===== src/rtl/weight_fifo_pkg.sv =====
// Shared types and sizing helpers for the weight FIFO sequencer.
package weight_fifo_pkg;

   typedef enum logic [1:0] {
      IDLE  = 2'd0,
      FILL  = 2'd1,
      DRAIN = 2'd2
   } state_e;

   localparam int unsigned FIFO_WIDTH_DEF = 16;
   localparam int unsigned FIFO_DEPTH_DEF = 16;
   localparam int unsigned TILE_CNT_W_DEF = 8;
   localparam int unsigned PERF_W         = 32;

   // Counter width for a modulus n; never narrower than one bit.
   function automatic int unsigned cnt_w(input int unsigned n);
      return (n > 1) ? $clog2(n) : 1;
   endfunction

endpackage


===== src/rtl/weight_fifo_seq_if.sv =====
// Weight stream and FIFO-bank control bundle; master is the sequencer side.
interface weight_fifo_seq_if
   import weight_fifo_pkg::*;
#(
   parameter int unsigned FIFO_WIDTH = FIFO_WIDTH_DEF,
   parameter int unsigned FIFO_DEPTH = FIFO_DEPTH_DEF
) ();

   localparam int unsigned ROW_W = cnt_w(FIFO_DEPTH);

   logic                  in_valid;
   logic                  in_ready;
   logic [FIFO_WIDTH-1:0] col_wen;
   logic [ROW_W-1:0]      row_idx;
   logic                  drain_stall;
   logic [FIFO_WIDTH-1:0] fifo_en;
   logic [FIFO_WIDTH-1:0] w_wen;

   modport master (
      input  in_valid, drain_stall,
      output in_ready, col_wen, row_idx, fifo_en, w_wen
   );

   modport slave (
      output in_valid, drain_stall,
      input  in_ready, col_wen, row_idx, fifo_en, w_wen
   );

endinterface


===== src/rtl/wrap_counter.sv =====
// Modulo-MAX counter with synchronous clear and a same-cycle wrap pulse.
module wrap_counter
   import weight_fifo_pkg::*;
#(
   parameter  int unsigned MAX = 16,
   localparam int unsigned W   = cnt_w(MAX)
) (
   input  logic         clk,
   input  logic         rst,
   input  logic         en,
   input  logic         clr,
   output logic [W-1:0] count,
   output logic         wrap_c
);

   logic [W-1:0] count_q;
   logic [W-1:0] count_d;
   logic         at_max;

   assign at_max = (count_q == W'(MAX - 1));

   always_comb begin
      count_d = count_q;
      if (clr) begin
         count_d = '0;
      end else if (en) begin
         count_d = at_max ? '0 : count_q + W'(1);
      end
   end

   always_ff @(posedge clk) begin
      if (rst) begin
         count_q <= '0;
      end else begin
         count_q <= count_d;
      end
   end

   assign count  = count_q;
   assign wrap_c = en && at_max;

endmodule


===== src/rtl/weight_fifo_seq.sv =====
// Weight FIFO tile sequencer: column-major fill, lockstep drain, per-tile repeat.
// Optional stall counters are built when WEIGHT_FIFO_SEQ_PERF_EN is defined.
module weight_fifo_seq
   import weight_fifo_pkg::*;
#(
   parameter int unsigned FIFO_WIDTH = FIFO_WIDTH_DEF,
   parameter int unsigned FIFO_DEPTH = FIFO_DEPTH_DEF,
   parameter int unsigned TILE_CNT_W = TILE_CNT_W_DEF
) (
   input  logic                  clk,
   input  logic                  rst,
   input  logic                  start,
   input  logic [TILE_CNT_W-1:0] num_tiles,
   output logic                  busy,
   output logic                  done,
   output logic [TILE_CNT_W-1:0] tile_idx,
   weight_fifo_seq_if.master     wif
`ifdef WEIGHT_FIFO_SEQ_PERF_EN
   ,
   output logic [PERF_W-1:0]     fill_stall_cycles,
   output logic [PERF_W-1:0]     drain_stall_cycles
`endif
);

   localparam int unsigned ROW_W    = cnt_w(FIFO_DEPTH);
   localparam int unsigned COL_W    = cnt_w(FIFO_WIDTH);
   localparam int unsigned TILE_MAX = 1 << TILE_CNT_W;

   state_e                state_q, state_d;
   logic [TILE_CNT_W-1:0] num_tiles_q, num_tiles_d;
   logic                  done_q, done_d;
   logic                  busy_q, busy_d;

   logic                  fill_hs_c, drain_go_c, start_acc_c, tile_inc_c, last_tile_c;
   logic [ROW_W-1:0]      row_cnt;
   logic [COL_W-1:0]      col_cnt;
   logic [ROW_W-1:0]      drain_cnt_unused;
   logic [TILE_CNT_W-1:0] tile_cnt;
   logic                  row_wrap, col_wrap, drain_wrap, tile_wrap_unused;

   logic                  in_ready_c;
   logic [FIFO_WIDTH-1:0] col_wen_c, fifo_en_c, w_wen_c;

   assign fill_hs_c   = (state_q == FILL) && wif.in_valid;
   assign drain_go_c  = (state_q == DRAIN) && !wif.drain_stall;
   assign last_tile_c = (tile_cnt == num_tiles_q - TILE_CNT_W'(1));

   // Row advances per handshake; column advances when a row pass completes.
   wrap_counter #(.MAX(FIFO_DEPTH)) u_row_cnt (
      .clk(clk), .rst(rst), .en(fill_hs_c), .clr(start_acc_c),
      .count(row_cnt), .wrap_c(row_wrap)
   );

   wrap_counter #(.MAX(FIFO_WIDTH)) u_col_cnt (
      .clk(clk), .rst(rst), .en(row_wrap), .clr(start_acc_c),
      .count(col_cnt), .wrap_c(col_wrap)
   );

   wrap_counter #(.MAX(FIFO_DEPTH)) u_drain_cnt (
      .clk(clk), .rst(rst), .en(drain_go_c), .clr(start_acc_c),
      .count(drain_cnt_unused), .wrap_c(drain_wrap)
   );

   wrap_counter #(.MAX(TILE_MAX)) u_tile_cnt (
      .clk(clk), .rst(rst), .en(tile_inc_c), .clr(start_acc_c),
      .count(tile_cnt), .wrap_c(tile_wrap_unused)
   );

   // Next-state and run bookkeeping.
   always_comb begin
      state_d     = state_q;
      num_tiles_d = num_tiles_q;
      done_d      = 1'b0;
      start_acc_c = 1'b0;
      tile_inc_c  = 1'b0;
      case (state_q)
         IDLE: begin
            if (start) begin
               if (num_tiles != '0) begin
                  state_d     = FILL;
                  num_tiles_d = num_tiles;
                  start_acc_c = 1'b1;
               end else begin
                  done_d = 1'b1;
               end
            end
         end
         FILL: begin
            if (col_wrap) begin
               state_d = DRAIN;
            end
         end
         DRAIN: begin
            if (drain_wrap) begin
               if (last_tile_c) begin
                  state_d = IDLE;
                  done_d  = 1'b1;
               end else begin
                  state_d    = FILL;
                  tile_inc_c = 1'b1;
               end
            end
         end
         default: state_d = IDLE;
      endcase
      busy_d = (state_d != IDLE);
   end

   always_ff @(posedge clk) begin
      if (rst) begin
         state_q     <= IDLE;
         num_tiles_q <= '0;
         done_q      <= 1'b0;
         busy_q      <= 1'b0;
      end else begin
         state_q     <= state_d;
         num_tiles_q <= num_tiles_d;
         done_q      <= done_d;
         busy_q      <= busy_d;
      end
   end

   // Bank-side strobes decode from registered state and the live handshake inputs.
   always_comb begin
      in_ready_c = 1'b0;
      col_wen_c  = '0;
      fifo_en_c  = '0;
      w_wen_c    = '0;
      if (state_q == FILL) begin
         in_ready_c = 1'b1;
      end
      if (fill_hs_c) begin
         col_wen_c = FIFO_WIDTH'(1) << col_cnt;
      end
      if (drain_go_c) begin
         fifo_en_c = '1;
         w_wen_c   = '1;
      end
   end

   assign wif.in_ready = in_ready_c;
   assign wif.col_wen  = col_wen_c;
   assign wif.row_idx  = row_cnt;
   assign wif.fifo_en  = fifo_en_c;
   assign wif.w_wen    = w_wen_c;
   assign busy         = busy_q;
   assign done         = done_q;
   assign tile_idx     = tile_cnt;

`ifdef WEIGHT_FIFO_SEQ_PERF_EN
   logic [PERF_W-1:0] fill_stall_cnt_q, fill_stall_cnt_d;
   logic [PERF_W-1:0] drain_stall_cnt_q, drain_stall_cnt_d;

   // Saturating stall counters, cleared when a run is accepted.
   always_comb begin
      fill_stall_cnt_d  = fill_stall_cnt_q;
      drain_stall_cnt_d = drain_stall_cnt_q;
      if (start_acc_c) begin
         fill_stall_cnt_d  = '0;
         drain_stall_cnt_d = '0;
      end else begin
         if ((state_q == FILL) && !wif.in_valid && (fill_stall_cnt_q != '1)) begin
            fill_stall_cnt_d = fill_stall_cnt_q + PERF_W'(1);
         end
         if ((state_q == DRAIN) && wif.drain_stall && (drain_stall_cnt_q != '1)) begin
            drain_stall_cnt_d = drain_stall_cnt_q + PERF_W'(1);
         end
      end
   end

   always_ff @(posedge clk) begin
      if (rst) begin
         fill_stall_cnt_q  <= '0;
         drain_stall_cnt_q <= '0;
      end else begin
         fill_stall_cnt_q  <= fill_stall_cnt_d;
         drain_stall_cnt_q <= drain_stall_cnt_d;
      end
   end

   assign fill_stall_cycles  = fill_stall_cnt_q;
   assign drain_stall_cycles = drain_stall_cnt_q;
`endif

endmodule


===== src/flat_wrapper.sv =====
// flat-port wrapper written by rule: the top's interface ports become plain ports
module weight_fifo_seq_flat import weight_fifo_pkg::*;
#(
   parameter int unsigned FIFO_WIDTH = FIFO_WIDTH_DEF,
   parameter int unsigned FIFO_DEPTH = FIFO_DEPTH_DEF,
   parameter int unsigned TILE_CNT_W = TILE_CNT_W_DEF
)
  (clk, rst, start, num_tiles, busy, done, tile_idx, wif_in_valid, wif_drain_stall, wif_in_ready, wif_col_wen, wif_row_idx, wif_fifo_en, wif_w_wen);
  weight_fifo_seq_if #(.FIFO_WIDTH(FIFO_WIDTH), .FIFO_DEPTH(FIFO_DEPTH)) wif_i ();
  input  logic clk;
  input  logic rst;
  input  logic start;
  input  logic [TILE_CNT_W-1:0] num_tiles;
  output logic busy;
  output logic done;
  output logic [TILE_CNT_W-1:0] tile_idx;
  input wire logic [$bits(wif_i.in_valid)-1:0] wif_in_valid;
  input wire logic [$bits(wif_i.drain_stall)-1:0] wif_drain_stall;
  output wire logic [$bits(wif_i.in_ready)-1:0] wif_in_ready;
  output wire logic [$bits(wif_i.col_wen)-1:0] wif_col_wen;
  output wire logic [$bits(wif_i.row_idx)-1:0] wif_row_idx;
  output wire logic [$bits(wif_i.fifo_en)-1:0] wif_fifo_en;
  output wire logic [$bits(wif_i.w_wen)-1:0] wif_w_wen;
  assign wif_i.in_valid = wif_in_valid;
  assign wif_i.drain_stall = wif_drain_stall;
  assign wif_in_ready = wif_i.in_ready;
  assign wif_col_wen = wif_i.col_wen;
  assign wif_row_idx = wif_i.row_idx;
  assign wif_fifo_en = wif_i.fifo_en;
  assign wif_w_wen = wif_i.w_wen;
  weight_fifo_seq #(.FIFO_WIDTH(FIFO_WIDTH), .FIFO_DEPTH(FIFO_DEPTH), .TILE_CNT_W(TILE_CNT_W)) u_core (.clk(clk), .rst(rst), .start(start), .num_tiles(num_tiles), .busy(busy), .done(done), .tile_idx(tile_idx), .wif(wif_i));
endmodule

===== config.mk =====
export PLATFORM = sky130hd
export DESIGN_NAME = weight_fifo_seq_flat
export DESIGN_NICKNAME = d
export VERILOG_FILES = /design/src/rtl/weight_fifo_pkg.sv /design/src/rtl/weight_fifo_seq_if.sv /design/src/rtl/wrap_counter.sv /design/src/rtl/weight_fifo_seq.sv /design/src/flat_wrapper.sv
export SDC_FILE = /design/constraint.sdc
export NUM_CORES = 1
export LEC_CHECK = 0
export CAP_MARGIN = 40
export CORE_MARGIN = 8
export CORE_UTILIZATION = 25
export DETAILED_ROUTE_END_ITERATION = 6
export PLACE_DENSITY = 0.47
export SKIP_CTS_REPAIR_TIMING = 1
export SLEW_MARGIN = 15
export SYNTH_ARGS = -nofsm -noshare
export SYNTH_HDL_FRONTEND = slang
export SYNTH_SLANG_ARGS = --single-unit

===== constraint.sdc =====
create_clock -name clk -period 3.1 [get_ports clk]
set_input_delay 0.465 -clock clk [delete_from_list [all_inputs] [get_ports clk]]
set_output_delay 0.465 -clock clk [all_outputs]
set_load 0.1 [all_outputs]

**Word-level counts from Yosys, hierarchy flattened**

Index checks and enable logic that the tools add are counted.

- Bits in registers: 32
- Input port bits: 13
- Output and inout port bits: 63
- Word-level logic and storage cells: 56

- Add/sub/neg operators: 5
- Eq/ne operators: 7
- Shift-type cells: 1
- Muxes and demuxes: 24
- Reduce and logical (&&, ||, !) cells: 11

Operators by type and width:

| operator | count |
|---|---|
| 16-bit 2-to-1 mux | 2 |
| 1-bit by 4-bit << shifter with 16-bit output, first input constant | 1 |
| 4-bit by 1-bit adder with 4-bit output, second input constant | 3 |
| 4-bit == test, second input constant | 3 |
| 1-bit 2-to-1 mux | 12 |
| 4-bit 2-to-1 mux | 3 |
| 8-bit by 1-bit adder with 8-bit output, second input constant | 1 |
| 8-bit == test | 1 |
| 8-bit == test, second input constant | 1 |
| 2-bit 2-to-1 mux | 4 |
| 8-bit 2-to-1 mux | 1 |
| 8-bit nonzero test | 1 |
| 8-bit by 1-bit subtractor with 8-bit output, second input constant | 1 |
| 2-bit case mux with 3 select lines | 1 |
| 1-bit logical AND | 5 |
| 3-bit AND reduction | 1 |
| 2-bit by 1-bit == test with 1-bit output, second input constant | 1 |
| 2-bit == test, second input constant | 1 |
| 2-bit logical NOT | 1 |
| 1-bit case mux with 2 select lines | 1 |
| 2-bit nonzero test | 1 |
| 2-bit OR reduction | 1 |
| 1-bit logical NOT | 1 |

**Logic depth before layout (Yosys ltp)**

Gate-level depths: netlist of run 1.

- Depth in word-level cells: 7
- Mapped depth: 8
- Depth with buffers taken out: 7

**Cells and area by module**

Synthesis of run 1 repeated with hierarchy kept, for this count alone.

- Cells, all modules: 250
- Area, all modules: 2052.0 µm²

By module, submodules not included:

| module | times used | cells an instance | area each (µm²) | sequential area each (µm²) |
|---|---|---|---|---|
| weight_fifo_seq | 1 | 153 | 1136.1 | 240.2 |
| wrap_counter at u_core.u_col_cnt ... | 3 | 17 | 173.9 | 80.1 |
| wrap_counter at u_core.u_tile_cnt | 1 | 46 | 394.1 | 160.2 |

**Least setup slack after synthesis of run 1**

Ideal clock, no wire load.

- Path type: flip-flop to output port
- From: register u_core.state_q[0]
- To: output port wif_col_wen[4]
- Arrival time: 3.143 ns
- Required time: 2.635 ns
- Slack: -0.508 ns
- Stages on the path, launching flop included: 5
- Buffers on the path: 0
- Path through: dfxtp_1 nor2b_1 nand2_1 nor2_1 and3_1

- Longest elaborated chain between the ends: 3

RTL lines:

| element | line | source |
|---|---|---|
| start: declaration | weight_fifo_seq.sv:29 | `state_e state_q, state_d;` |
| start signal: assignment | weight_fifo_seq.sv:116 | `state_q <= state_d;` |
| 2-bit by 1-bit == test with 1-bit output | weight_fifo_seq.sv:44 | `assign fill_hs_c = (state_q == FILL) && wif.in_valid;` |
| 1-bit logical AND | weight_fifo_seq.sv:44 |  |
| 16-bit 2-to-1 mux | weight_fifo_seq.sv:132 | `if (fill_hs_c) begin` |
| end: declaration | flat_wrapper.sv:20 | `output wire logic [$bits(wif_i.col_wen)-1:0] wif_col_wen;` |

Every way passes these cells.

**Worst setup path after layout of run 1**

- From: input port wif_in_valid
- To: output port wif_col_wen[13]

- Longest elaborated chain between the ends: 2

RTL lines:

| element | line | source |
|---|---|---|
| start: declaration | flat_wrapper.sv:17 | `input wire logic [$bits(wif_i.in_valid)-1:0] wif_in_valid;` |
| 1-bit logical AND | weight_fifo_seq.sv:44 |  |
| 16-bit 2-to-1 mux | weight_fifo_seq.sv:132 |  |

Every way passes these cells.

==> run_results.csv, run 1 <==
group,metric,value,unit
logic_synthesis,yosysTopAreaCellShare,29.0,%
worst_setup_path,cp_slowest_cell,"clkdlybuf4s50_1",
power_and_ir_drop,powerDensity,297,mW/mm^2
global_routing,grt_usage,9.89,%
logic_synthesis,synthTopCellsByArea,"dfxtp_1 (29%), buf_4 (12%), ha_1 (5.7%), nand2_1 (4.6%), a21oi_1 (4.5%)",
layout,nets,332,
die,dieArea,0.0121,sq mm
clock_tree,cts_root_buffer,"clkbuf_8",
route,drt_wl_total,5990,um
placement,dp_hpwl,4720,um
route,first_pass_iters,4,
logic_synthesis,seq_area_frac_synth,29.0,%
power_and_ir_drop,vdd_drop_max,0.266,mV
status,status,"finished, final reports clean",
global_routing,antenna_found_initial,0,
die,core_area,0.00864,sq mm
logic_synthesis,synth_ff_type,"dfxtp_1",
run,max_cap_violations,0,
clock_tree,clock_path_buffers,2,
route,num_vias,1981,
sta,setup_viol,0,
logic_synthesis,synth_nets,288,
logic_synthesis,ys_seq_elements,32,
sta,fin_crit_sh,77.5,%
layout,drive_gt1_share,27.7,%
route,drc,0,
route,first_iter_violations,84,
worst_setup_path,path_class,"input port to primary output",
route,routedWlPerCell,14.3,um
logic_synthesis,synth_top_cell_by_area,"dfxtp_1",
die,start_util,25.6,%
route,routed_via_density,4.74,
logic_synthesis,synth_area,0.00221,sq mm
global_routing,grt_pass1_wl,9500,um
layout,ff_latch_area,641,sq um
sta,relSlewSlack,70.0,%
clock_tree,numClockSinks,32,
clock_tree,clk-insertion-delay-late,0.29,ns
worst_setup_path,cpPeakStageDelay,0.49,ns
worst_hold_path,hp-class,"register to register",
worst_setup_path,start_kind,"input port",
sta,max_freq,0.416,GHz
die,die_y,110,um
logic_synthesis,postSynthCellCount,265,
power_and_ir_drop,p_leak,0.00133,uW
worst_setup_path,critPathLaunch,"wif_in_valid",
die,die_w,110,um
layout,antenna_cells,0,
clock_tree,path_clk_slew,0.07,ns
clock_tree,cts_buffers,5,
worst_setup_path,arrival,1.94,ns
global_routing,grt_max_degree,38,
worst_setup_path,worstPathRequired,2.63,ns
clock_tree,htreeDepth,2,
placement,place.gp.congestion,0.812,
placement,numPortBuffers,75,
logic_synthesis,yosysUniqueCellTypes,48,
logic_synthesis,avgSynthCellArea,8.33,sq um
worst_hold_path,min_from,"u_core.num_tiles_q[7]",
logic_synthesis,synth_edf_count,0,
worst_setup_path,reg2reg_from,"u_core.num_tiles_q[0]",
worst_setup_path,crit_path_end_kind,"primary output",
worst_setup_path,cp_cell_sequence,"clkdlybuf4s50_1, and3b_1, and2_1, and3_1, buf_12",
global_routing,grt_pass1_vias,1935,
clock_tree,cts_tree,"done",
sta,fin_setup_tns,0,ns
sta,worst-slew-pin-transition,0.438,ns
sta,finClkSkew,0.00320,ns
power_and_ir_drop,power.total,987,uW
logic_synthesis,yosys_warnings,0,
die,num_io_pins,76,
sta,period_minus_slack,2.40,ns
route,detail-route-antenna-nets,0,
sta,hold_viol_final,0,
global_routing,gr-total-overflow,0,
die,row_count,34,
sta,grt_setup_unrepaired,"no",
layout,syn2layout_area_growth,50.5,%
worst_setup_path,crit_fanout,8,
layout,multi_input_comb_area,0.00124,sq mm
logic_synthesis,synthArstFlopShare,0,%
sta,report.final.slew_viol_count,0,
layout,fillers,858,
[final cells by class]
cell class              count  share of cell area, %
inverters                   8                  0.904
repair buffers             80                   35.2
multi-input cells         182                   37.2
well taps                 108                   4.07
clock buffers               5                   2.07
flip-flops and latches     32                   19.3
clock inverters             3                   1.28
[per-stage QoR]
step	setup slack [ns]	area [sq um]	std cells	hold slack, ns	utilization, %
finish	0.697	3320	418	0.509	38.5
global route	0.566	3320	418	0.533	38.5
detailed placement	0.423	3210	410	0.496	37.2
CTS	0.683	3320	418	0.508	38.5
global placement	0.465	3210	410	0.496	37.2
floorplan	0.102	2210	265	0.462	-
[cell families (layout without fill, tap and decap cells)]
family,after synthesis,in the layout,synth area share [%]
compound gates,47,47,14.5
mux,9,9,4.14
simple gates,103,103,26.5
buf+inv,51,96,15.1
fa+ha+maj,10,10,5.67
xor+xnor,13,13,5.16
flops,32,32,29.0
[placed cells by master (no fill, tap or decap), types with 10 or more instances in the layout]
master / count
buf_12: 43
dfxtp_1: 32
nand2_1: 27
buf_4: 25
a21oi_1: 20
nor2_1: 18
and3_1: 12
clkdlybuf4s50_1: 12
ha_1: 10
[worst paths after layout]
| path | to | slack (ns) | depth (start not counted) |
|---|---|---|---|
| setup reg to reg | u_core.u_tile_cnt.count[7] | 0.86 | 7 |
| hold reg to reg | u_core.num_tiles_q[7] | 0.51 | 2 |
| hold / removal | u_core.num_tiles_q[7] | 0.51 | 2 |
| setup / recovery | wif_col_wen[13] | 0.70 | 5 |
[state kept, by name (all words and copies together) (netlist names)]
signal,flops
u_core.busy,1
u_core.num_tiles_q,8
u_core.u_drain_cnt.count,4
u_core.state_q,2
u_core.u_col_cnt.count,4
u_core.done,1
u_core.u_row_cnt.count,4
u_core.u_tile_cnt.count,8
[worst max-delay path, delay by kind of cell]
kind          cells  cell delay (ns)
buf+inv           2             0.68
simple gates      3             0.79
[metal layers]
layer | global-route usage, % | share of wire, % | wire length [um] | vias to the layer above
met5 | 0 | 0 | 0 | -
met4 | 2.31 | 0.89 | 53 | 0
met3 | 3.55 | 8.1 | 484 | 5
met2 | 16.7 | 48 | 2860 | 50
met1 | 11.6 | 43 | 2590 | 935
li1 | - | - | - | 991
[cell usage after synthesis, types with 2 or more instances]
master,n
buf_4,34
a2111oi_0,2
nor2_1,18
nand2_1,27
dfxtp_1,32
xnor2_1,6
a21oi_1,20
xor2_1,7
nor3b_1,2
nand3b_1,3
and3b_1,2
and3_1,12
mux2i_1,8
o221a_2,2
nand2b_1,2
a211oi_1,4
buf_2,5
and2_1,7
or3_1,3
a2111o_1,3
o21ai_0,4
nor2b_1,3
ha_1,10
nand3_1,5
clkbuf_1,3
and4_1,2
o21ai_1,4
inv_1,8
nand4_1,5
or4_1,3
nor3_1,2
[where the power goes]
part,leakage (uW),switching (uW),total (uW),internal [uW]
registers,0.000260,14.0,434,421
clock network,0.0000541,164,402,238
logic,0.00102,87.5,150,62.9
Note: power is estimated with default switching activity, not from simulation.
==> inputs of run 2 (changes only) <==
--- a/config.mk
+++ b/config.mk
@@ -9,7 +9,7 @@
 export CORE_MARGIN = 8
 export CORE_UTILIZATION = 25
 export DETAILED_ROUTE_END_ITERATION = 6
-export PLACE_DENSITY = 0.47
+export PLACE_DENSITY = 0.49
 export SKIP_CTS_REPAIR_TIMING = 1
 export SLEW_MARGIN = 15
 export SYNTH_ARGS = -nofsm -noshare
==> constraint.sdc (replaced) <==
create_clock -name clk -period 2.14 [get_ports clk]
set_input_delay 0.321 -clock clk [delete_from_list [all_inputs] [get_ports clk]]
set_output_delay 0.321 -clock clk [all_outputs]
set_load 0.1 [all_outputs]
==> run_results.csv, run 2 (synthesized netlist as in run 1, its figures left out) <==
group,metric,value,unit
status,status,"finished, final reports clean",
sta,relSlewSlack,73.9,%
sta,setup_viol,0,
clock_tree,cts_tree,"done",
route,first_pass_iters,4,
power_and_ir_drop,vdd_drop_max,0.276,mV
clock_tree,cts_root_buffer,"clkbuf_8",
sta,finClkSkew,0.00797,ns
worst_hold_path,hp-class,"register to register",
route,drt_wl_total,6050,um
global_routing,grt_pass1_wl,9570,um
layout,nets,360,
layout,drive_gt1_share,40.8,%
worst_setup_path,cp_num_buf_inv,4,
die,die_y,110,um
worst_setup_path,worstPathRequired,1.82,ns
global_routing,gr-total-overflow,0,
route,routed_via_density,4.63,
placement,place_inst,437,
worst_setup_path,cp_slowest_cell,"clkdlybuf4s50_1",
layout,fillers,844,
worst_setup_path,crit_top_cell,"buf_12",
worst_setup_path,start_kind,"input port",
layout,ff_latch_area,656,sq um
route,num_vias,2065,
layout,mostFrequentLayoutCells,"buf_12 (51), buf_4 (43), nand2_1 (26), dfxtp_1 (22), a21oi_1 (20)",
global_routing,grt_usage,9.90,%
worst_setup_path,cp_cell_sequence,"clkdlybuf4s50_1, nor3b_4, buf_4, buf_12, buf_12",
worst_setup_path,cp_top_family,"buffers and inverters",
layout,final_common_cell,"buf_12",
sta,hold_slack,0.489,ns
route,drc,0,
worst_setup_path,crit_path_end_kind,"primary output",
layout,syn2layout_area_growth,68.5,%
placement,place.gp.congestion,0.785,
die,num_io_pins,76,
global_routing,grt_pass1_vias,1959,
placement,placed_area,0.00356,sq mm
clock_tree,clock_path_buffers,2,
sta,grt_setup_unrepaired,"yes",
clock_tree,cts_buffers,5,
die,start_util,25.6,%
run,max_cap_violations,0,
layout,stdcell_count,446,
clock_tree,numClockSinks,32,
power_and_ir_drop,powerDensity,416,mW/mm^2
clock_tree,path_clk_slew,0.07,ns
sta,period_minus_slack,2.05,ns
sta,max_freq,0.487,GHz
power_and_ir_drop,p_leak,0.00152,uW
worst_setup_path,cpPeakStageDelay,0.46,ns
worst_setup_path,arrival,1.73,ns
route,detail-route-antenna-nets,0,
placement,dp_hpwl,4960,um
sta,hold_viol_final,0,
layout,final_cell_area,0.00372,sq mm
sta,report.final.slew_viol_count,0,
worst_setup_path,crit_fanout,7,
die,core_area,0.00864,sq mm
power_and_ir_drop,power.total,1550,uW
route,routedWlPerCell,13.6,um
route,first_iter_violations,55,
die,row_count,34,
clock_tree,clk-insertion-delay-late,0.29,ns
global_routing,grt_max_degree,17,
sta,fin_crit_sh,95.9,%
global_routing,antenna_found_initial,0,
sta,worst-slew-pin-transition,0.388,ns
worst_setup_path,path_class,"input port to primary output",
clock_tree,htreeDepth,2,
layout,antenna_cells,0,
placement,numPortBuffers,75,
die,dieArea,0.0121,sq mm
layout,multi_input_comb_area,0.00130,sq mm
die,die_w,110,um
run 2: final timing paths:
check                                          startpoint                    endpoint  slack, ns  cells after the start
worst max-delay path                      wif_drain_stall               wif_w_wen[11]       0.09                      5
worst min-delay path            u_core.u_row_cnt.count[1]   u_core.u_row_cnt.count[1]       0.49                      2
worst max register to register      u_core.num_tiles_q[2]  u_core.u_tile_cnt.count[7]       0.13                      7
worst min register to register  u_core.u_row_cnt.count[1]   u_core.u_row_cnt.count[1]       0.49                      2
run 2: routing by layer:
layer / routed length [um] / up-vias / GRT usage (%) / share of wire [%]
met5: 0 / - / 0 / 0
met2: 2690 / 57 / 15.6 / 44
met1: 2810 / 949 / 12.7 / 46
met3: 515 / 2 / 3.43 / 8.5
met4: 32 / 0 / 2.22 / 0.53
li1: - / 1057 / - / -
run 2: worst register-to-register path: stages, from the launching register on:
cell       delay, ns
dfxtp_1         0.49
nor3_4          0.10
and3b_1         0.19
o32ai_1         0.29
o21ai_1         0.19
buf_4           0.18
a2111oi_2       0.30
o221a_2         0.23
run 2: power by group:
group          internal, uW  switching, uW  leakage (uW)
Sequential              608           18.4      0.000265
Clock                   411            239     0.0000645
Combinational           129            142       0.00119
run 2: area by class of cell:
class | count | share of cell area [%]
Multi-Input combinational cell | 183 | 34.9
Tap cell | 108 | 3.63
Clock buffer | 7 | 2.59
Sequential cell | 32 | 17.6
Clock inverter | 1 | 0.807
Timing Repair Buffer | 107 | 39.6
Inverter | 8 | 0.807
run 2: metrics by stage:
step	util, %	TNS (ns)	worst slack (ns)
6_report	43.1	0	0.0876
5_1_grt	43.1	-0.0201	-0.00834
4_1_cts	42.7	0	0.0338
3_5_place_dp	41.3	-1.84	-0.225
3_3_place_gp	41.3	-1.69	-0.216
2_1_floorplan	-	-0.569	-0.112
==> inputs of run 3 (changes only) <==
--- a/config.mk
+++ b/config.mk
@@ -8,9 +8,11 @@
 export CAP_MARGIN = 40
 export CORE_MARGIN = 8
 export CORE_UTILIZATION = 25
+export CTS_CLUSTER_DIAMETER = 150
 export DETAILED_ROUTE_END_ITERATION = 6
 export PLACE_DENSITY = 0.49
 export SKIP_CTS_REPAIR_TIMING = 1
+export SKIP_LAST_GASP = 1
 export SLEW_MARGIN = 15
 export SYNTH_ARGS = -nofsm -noshare
 export SYNTH_HDL_FRONTEND = slang
==> run_results.csv, run 3 (synthesized netlist as in run 1, its figures left out) <==
group,metric,value,unit
status,status,"finished, final reports clean",
die,die_y,110,um
worst_setup_path,path_class,"input port to primary output",
layout,drive_gt1_share,40.5,%
die,dieArea,0.0121,sq mm
route,detail-route-antenna-nets,0,
worst_setup_path,arrival,1.73,ns
worst_setup_path,cp-endpoint,"wif_w_wen[11]",
power_and_ir_drop,power.total,1550,uW
worst_setup_path,crit_fanout,7,
sta,relSlewSlack,73.9,%
global_routing,grt_usage,9.90,%
worst_setup_path,reg2reg_to,"u_core.u_tile_cnt.count[7]",
global_routing,grt_max_degree,17,
power_and_ir_drop,powerDensity,416,mW/mm^2
sta,grt_setup_unrepaired,"yes",
sta,max_freq,0.487,GHz
die,core_area,0.00864,sq mm
clock_tree,path_clk_slew,0.07,ns
route,routed_via_density,4.62,
global_routing,grt_pass1_vias,1959,
worst_setup_path,regToRegSetupSlack,0.13,ns
clock_tree,clk-insertion-delay-late,0.29,ns
layout,final_common_cell,"buf_12",
layout,nets,360,
power_and_ir_drop,p_comb_share,17.5,%
route,routedWlPerCell,13.6,um
global_routing,gr-total-overflow,0,
power_and_ir_drop,swShare,25.8,%
sta,hold_viol_final,0,
global_routing,antenna_found_initial,0,
route,first_iter_violations,55,
global_routing,grt_pass1_wl,9570,um
die,die_w,110,um
placement,place.gp.congestion,0.785,
sta,period_minus_slack,2.05,ns
sta,finClkSkew,0.00797,ns
power_and_ir_drop,vdd_drop_max,0.276,mV
clock_tree,clock_path_buffers,2,
clock_tree,cts_tree,"done",
power_and_ir_drop,seq_power_share,40.5,%
die,start_util,25.6,%
layout,antenna_cells,0,
placement,dp_hpwl,4960,um
run,max_cap_violations,0,
clock_tree,cts_root_buffer,"clkbuf_8",
clock_tree,htreeDepth,2,
die,num_io_pins,76,
route,num_vias,2061,
power_and_ir_drop,switchingPower,399,uW
route,drt_wl_total,6050,um
die,row_count,34,
placement,numPortBuffers,75,
layout,syn2layout_area_growth,68.4,%
power_and_ir_drop,p_leak,0.00152,uW
power_and_ir_drop,clkPwrFrac,42.0,%
route,first_pass_iters,4,
worst_setup_path,reg2reg_from,"u_core.num_tiles_q[2]",
sta,worst-slew-pin-transition,0.388,ns
power_and_ir_drop,power.internal,1150,uW
layout,mostFrequentLayoutCells,"buf_12 (51), buf_4 (43), nand2_1 (26), dfxtp_1 (22), a21oi_1 (20)",
worst_setup_path,start_kind,"input port",
clock_tree,numClockSinks,32,
clock_tree,cts_buffers,5,
sta,report.final.slew_viol_count,0,
worst_setup_path,critPathLaunch,"wif_drain_stall",
layout,fillers,845,
worst_setup_path,crit_path_end_kind,"primary output",
worst_hold_path,hp-class,"register to register",
worst_setup_path,reg2reg_depth,7,
worst_setup_path,worstPathRequired,1.82,ns
placement,pre_cts_slack,-0.225,ns
sta,hold_slack,0.489,ns
route,drc,0,
sta,fin_crit_sh,95.9,%
sta,worst_slack,0.0876,ns
sta,setup_viol,0,
[run 3: per-layer routing]
layer | wire length (um) | part of all wire (%) | GRT usage [%]
met4 | 32 | 0.53 | 2.22
met5 | 0 | 0 | 0
met1 | 2820 | 47 | 12.7
met3 | 515 | 8.5 | 3.43
met2 | 2690 | 44 | 15.6
[run 3: cell type report]
class	count	area, sq um	area share [%]
Tap cell	108	135	3.63
Timing Repair Buffer	107	1480	39.7
Clock inverter	1	30.0	0.808
Clock buffer	7	96.3	2.59
Inverter	8	30.0	0.808
Sequential cell	32	656	17.6
Multi-Input combinational cell	183	1300	34.9
[run 3: stage by stage]
step / setup TNS (ns) / instances / util, % / cell area (sq um)
floorplan: -0.569 / 265 / - / 2270
global placement: -1.69 / 437 / 41.3 / 3560
detailed placement: -1.84 / 437 / 41.3 / 3560
CTS: 0 / 445 / 42.7 / 3690
global route: -0.0201 / 446 / 43.1 / 3720
finish: 0 / 446 / 43.1 / 3720
[run 3: worst min path at each step]
stage	endpoint	slack [ns]	from	depth (start not counted)
finish	u_core.u_row_cnt.count[1]	0.49	u_core.u_row_cnt.count[1]	2
global route	u_core.u_tile_cnt.count[6]	0.52	u_core.u_tile_cnt.count[6]	2
CTS	u_core.u_row_cnt.count[1]	0.50	u_core.u_row_cnt.count[1]	2
detailed placement	u_core.num_tiles_q[7]	0.48	u_core.num_tiles_q[7]	2
global placement	u_core.u_row_cnt.count[1]	0.48	u_core.u_row_cnt.count[1]	2
floorplan	u_core.state_q[1]	0.39	rst	1
[run 3: critical path: stages]
cell             delay [ns]
clkdlybuf4s50_1        0.46
nor3b_4                0.32
buf_4                  0.26
buf_12                 0.17
buf_12                 0.18
[run 3: power groups by stage]
stage               Clock (uW)  Combinational (uW)  Sequential [uW]
finish                     650                 270              626
CTS                        673                 267              626
global route               692                 292              628
floorplan                    0                 137              655
detailed placement           0                 266              640
global placement             0                 264              640
